File: config.mk
export PLATFORM = sky130hd
export DESIGN_NAME = saber_sprite_gen
export DESIGN_NICKNAME = d
export VERILOG_FILES = /design/src/rtl/saber_sprite_gen.sv
export SDC_FILE = /design/constraint.sdc
export NUM_CORES = 1
export LEC_CHECK = 0
export ABC_AREA = 0
export CAP_MARGIN = 40
export CORE_UTILIZATION = 53
export DETAILED_ROUTE_END_ITERATION = 10
export PLACE_DENSITY = 0.95
export REMOVE_ABC_BUFFERS = 1
export SETUP_SLACK_MARGIN = 0.1
export SYNTH_ARGS = -nofsm -noshare
export SYNTH_HDL_FRONTEND = slang
export SYNTH_SLANG_ARGS = --single-unit
File: constraint.sdc
create_clock -name Clk -period 5.4 [get_ports Clk]
set_input_delay 1.62 -clock Clk [delete_from_list [all_inputs] [get_ports Clk]]
set_output_delay 1.62 -clock Clk [all_outputs]
set_load 0.02 [all_outputs]
File: src/rtl/saber_sprite_gen.sv
// saber_sprite_gen: hit-tests each scanned pixel against the saber sprite box,
// addresses the external sprite ROM and returns a registered colour index
// plus an opaque-pixel flag three clocks after the scan coordinates arrive.
// Optional build macro SABER_MIRROR_EN adds a per-frame horizontal flip input.
module saber_sprite_gen #(
  parameter int SPR_W       = 32,
  parameter int SPR_H       = 32,
  parameter int NUM_FRAMES  = 32,
  parameter int ADDR_W      = 15,
  parameter int CIDX_W      = 4,
  parameter int TRANSPARENT = 0
) (
  input  logic              Clk,
  input  logic              Reset,
  input  logic              frame_clk,
  input  logic [5:0]        saber_state,
  input  logic [9:0]        SaberX,
  input  logic [9:0]        SaberY,
  input  logic [9:0]        DrawX,
  input  logic [9:0]        DrawY,
`ifdef SABER_MIRROR_EN
  input  logic              mirror,
`endif
  output logic [ADDR_W-1:0] rom_addr,
  input  logic [CIDX_W-1:0] rom_data,
  output logic              pixel_on,
  output logic [CIDX_W-1:0] pixel_cidx
);

  localparam int XW = $clog2(SPR_W);
  localparam int YW = $clog2(SPR_H);
  localparam int FW = (NUM_FRAMES > 1) ? $clog2(NUM_FRAMES) : 1;

  logic          fclk_s1, fclk_s2, fclk_prev;
  logic          frame_edge;
  logic [FW-1:0] frame_l;
  logic [FW-1:0] frame_next;
  logic [9:0]    saber_x_l, saber_y_l;
  logic [XW-1:0] dx, dx_addr;
  logic [YW-1:0] dy;
  logic [10:0]   x_end, y_end;
  logic          hit_now;
  logic          hit0, hit1;
`ifdef SABER_MIRROR_EN
  logic          mirror_l;
`endif

  // Frame-edge detection, sprite offsets (only the low bits matter since the
  // sprite dimensions are powers of two) and 11-bit bound test so a box near
  // the right/bottom screen edge never wraps around to column/row 0.
  always_comb begin
    frame_edge = fclk_s2 & ~fclk_prev;
    frame_next = (int'(saber_state) >= NUM_FRAMES) ? '0 : saber_state[FW-1:0];
    dx         = DrawX[XW-1:0] - saber_x_l[XW-1:0];
    dy         = DrawY[YW-1:0] - saber_y_l[YW-1:0];
    x_end      = {1'b0, saber_x_l} + 11'(SPR_W);
    y_end      = {1'b0, saber_y_l} + 11'(SPR_H);
    hit_now    = (DrawX >= saber_x_l) && ({1'b0, DrawX} < x_end) &&
                 (DrawY >= saber_y_l) && ({1'b0, DrawY} < y_end);
`ifdef SABER_MIRROR_EN
    dx_addr    = mirror_l ? ~dx : dx;
`else
    dx_addr    = dx;
`endif
  end

  // Bring the asynchronous frame clock into this domain and remember its last value.
  always_ff @(posedge Clk or negedge Reset) begin
    if (!Reset) begin
      fclk_s1   <= 1'b0;
      fclk_s2   <= 1'b0;
      fclk_prev <= 1'b0;
    end else begin
      fclk_s1   <= frame_clk;
      fclk_s2   <= fclk_s1;
      fclk_prev <= fclk_s2;
    end
  end

  // Capture the animation frame and sprite position once per video frame.
  always_ff @(posedge Clk or negedge Reset) begin
    if (!Reset) begin
      frame_l   <= '0;
      saber_x_l <= '0;
      saber_y_l <= '0;
`ifdef SABER_MIRROR_EN
      mirror_l  <= 1'b0;
`endif
    end else if (frame_edge) begin
      frame_l   <= frame_next;
      saber_x_l <= SaberX;
      saber_y_l <= SaberY;
`ifdef SABER_MIRROR_EN
      mirror_l  <= mirror;
`endif
    end
  end

  // Stage 0: register the hit flag and, on a hit, the ROM address.
  always_ff @(posedge Clk or negedge Reset) begin
    if (!Reset) begin
      rom_addr <= '0;
      hit0     <= 1'b0;
    end else begin
      hit0 <= hit_now;
      if (hit_now) begin
        rom_addr <= ADDR_W'({frame_l, dy, dx_addr});
      end
    end
  end

  // Stage 1: carry the hit flag alongside the ROM read in flight.
  always_ff @(posedge Clk or negedge Reset) begin
    if (!Reset) begin
      hit1 <= 1'b0;
    end else begin
      hit1 <= hit0;
    end
  end

  // Stage 2: register the colour index and mask out transparent texels.
  always_ff @(posedge Clk or negedge Reset) begin
    if (!Reset) begin
      pixel_on   <= 1'b0;
      pixel_cidx <= '0;
    end else begin
      pixel_cidx <= rom_data;
      pixel_on   <= hit1 && (rom_data != CIDX_W'(TRANSPARENT));
    end
  end

endmodule

==> impl_metrics.yaml <==
final_layout:
  layout_common_cells: "clkdlybuf4s50_1 (71), dfrtp_1 (50), nand2_1 (37)"
  diodes: 0
  nets: 430
  post-route-util_pct: 72.4
  syn_to_final_growth_pct: 32.0
  finalNonFillerCells: 414
  drive_above_1_share_pct: 7.85
  final_common_cell: "clkdlybuf4s50_1"
setup_path:
  worst-setup-path-type: "in -> reg"
  cp.required_ns: 5.59
  crit_fanout: 16
  crit_path_start_kind: "primary input"
  arrival_ns: 4.31
  crit_path_end_kind: "flop"
clock_network:
  cts.repair.resized: 0
  clk_pin_slew_worst_paths_ns: 0.10
  htreeDepth: 2
  hold_buffers: 0
  cts_tree: "done"
  cts_setup_buffers: 0
  clk_path_buf_depth: 2
  clk_latency_ns: 0.30
  clock_sinks: 50
  cts_buffers: 5
  cts_root_buffer: "clkbuf_8"
placed_design:
  dp.cells: 406
  routabilityCongestion: 0.835
  dp.final_hpwl_um: 4560
  portBuffers: 72
global_route:
  antenna_found_initial: 0
  grt_max_degree: 51
  grtUsageTotal_pct: 22.9
  grt_pass1_wl_um: 9630
  grt_pass1_vias: 2224
  grt_overflow: 0
sta:
  maxSlewHeadroom_pct: 50.3
  fin_tns_setup_ns: 0
  rsz0062_at_grt: "no"
  fmax_ghz: 0.243
  period_minus_slack_ns: 4.11
  fin_crit_sh_pct: 76.2
  worstMarginPinSlew_ns: 0.743
  clock_skew_ns: 0.00573
  setup_viol: 0
  hold_viol: 0
  slew_viol_final: 0
logic_synthesis:
  synth.ff_latch_count: 50
  ys.flop_type: "dfrtp_1"
  syn_inst: 268
  async_flop_share_pct: 100
  syn-cell-area_mm2: 0.00278
  synth-seq-area-share_pct: 45.0
  synth_edf_count: 0
  yosys_warnings: 0
  post_synth_num_cell_types: 38
  postSynthAreaPerCell_um2: 10.4
route:
  ant_nets: 0
  via_count: 2176
  wl_um: 5870
  drt_iter0_drc: 106
  wire_per_inst_um: 14.2
  viasPerCell: 5.26
  drt_pass1_iterations: 4
  drc_errors: 0
power:
  p_per_area_mw_per_mm2: 344
  peakVddDrop_mv: 0.271
  design_power_total_w: 0.00126
  p_leak_nw: 1.75
floorplan:
  die_h_um: 74.5
  core-area_mm2: 0.00507
  die-area_mm2: 0.00554
  die_w_um: 74.5
  start_util_pct: 54.8
  ios: 73
  rows: 26
worst_hold_path:
  hold_class: "reg -> reg"
flow_run:
  maxCapViolCount: 0
run_status:
  status: "completed"
-- worst max-delay path, stage by stage --
cell             delay, ns
clkdlybuf4s50_1       0.39
inv_1                 0.06
ha_1                  0.16
inv_1                 0.06
fa_1                  0.43
a211oi_1              0.26
nor2_1                0.09
o21ai_0               0.15
a21oi_1               0.12
o2111ai_4             0.57
mux2_2                0.41
-- layer usage --
metal	share of wire (%)	global-route usage, %	vias up
met5	0	0	-
met4	2.3	8.60	0
met3	3.5	4.07	13
met2	51	40.3	53
met1	43	28.0	1042
li1	-	-	1068
-- where the power goes --
group / internal [W] / switching, W / total, W / leakage [nW]
combinational: 0.000270 / 0.000244 / 0.000514 / 1.08
sequential: 0.000459 / 0.0000549 / 0.000514 / 0.615
clock: 0.000106 / 0.000130 / 0.000235 / 0.0478
-- cell usage after synthesis (all sizes together), types with 2 or more instances --
cell | number | area, um^2
a211oi | 2 | 15.0
a21o | 4 | 30.0
a21oi | 11 | 62.6
a41o | 2 | 20.0
and3 | 2 | 12.5
and4 | 2 | 17.5
clkbuf | 5 | 18.8
dfrtp | 50 | 1250
fa | 2 | 40.0
ha | 32 | 400
inv | 29 | 109
mux2 | 12 | 158
mux2i | 3 | 30.0
nand2 | 37 | 139
nand2b | 2 | 12.5
nand3 | 5 | 25.0
nand3b | 6 | 45.0
nor2 | 9 | 33.8
nor2b | 4 | 25.0
nor3 | 2 | 10.0
o2111ai | 2 | 35.0
o21ai | 25 | 125
xnor2 | 7 | 61.3
xor2 | 3 | 26.3
-- area by class of cell --
cell class              instances  area [um^2]
clock buffers                   6         82.6
clock inverters                 2         16.3
fillers                       384         1400
inverters                      29          109
multi-input cells             183         1400
flip-flops and latches         50         1250
well taps                      70         87.6
repair buffers                 74          731
-- cell families (layout without fill, tap and decap cells) --
group	count (synthesis)	in the layout	synth area share (%)
AO/OA/AOI/OAI	53	53	12.4
buffers and inverters	35	111	4.99
AND/OR/NAND/NOR	71	71	12.0
XOR/XNOR	10	10	3.15
adder cells (fa/ha/maj)	34	34	15.8
flip-flops	50	50	45.0
multiplexers	15	15	6.74
-- flip-flops by register name, indices dropped and copies added (netlist names) --
name        cells
saber_x_l      10
hit1            1
rom_addr       15
fclk_s1         1
fclk_s2         1
frame_l         5
fclk_prev       1
hit0            1
saber_y_l      10
pixel_cidx      4
pixel_on        1
-- through the flow --
| stage | instance area, um^2 | hold WS (ns) | setup WS (ns) |
|---|---|---|---|
| 6_report | 3670 | 0.362 | 1.29 |
| 5_1_grt | 3670 | 0.366 | 1.10 |
| 4_1_cts | 3670 | 0.359 | 1.27 |
| 3_5_place_dp | 3570 | 0.337 | 0.968 |
| 3_3_place_gp | 3570 | 0.334 | 1.02 |
| 2_1_floorplan | 2750 | 0.331 | 1.61 |
-- path summary, 6_finish.rpt --
check,from,to,slack [ns],cells past startpoint
max,DrawX[0],rom_addr[14],1.29,11
min,hit0,hit1,0.36,0
max reg2reg,saber_x_l[0],rom_addr[14],2.68,9
min reg2reg,hit0,hit1,0.36,0
max in group asynchronous,Reset,rom_addr[12],3.55,2
min in group asynchronous,Reset,saber_y_l[6],1.40,2
Power figures use the tool's default switching activity.
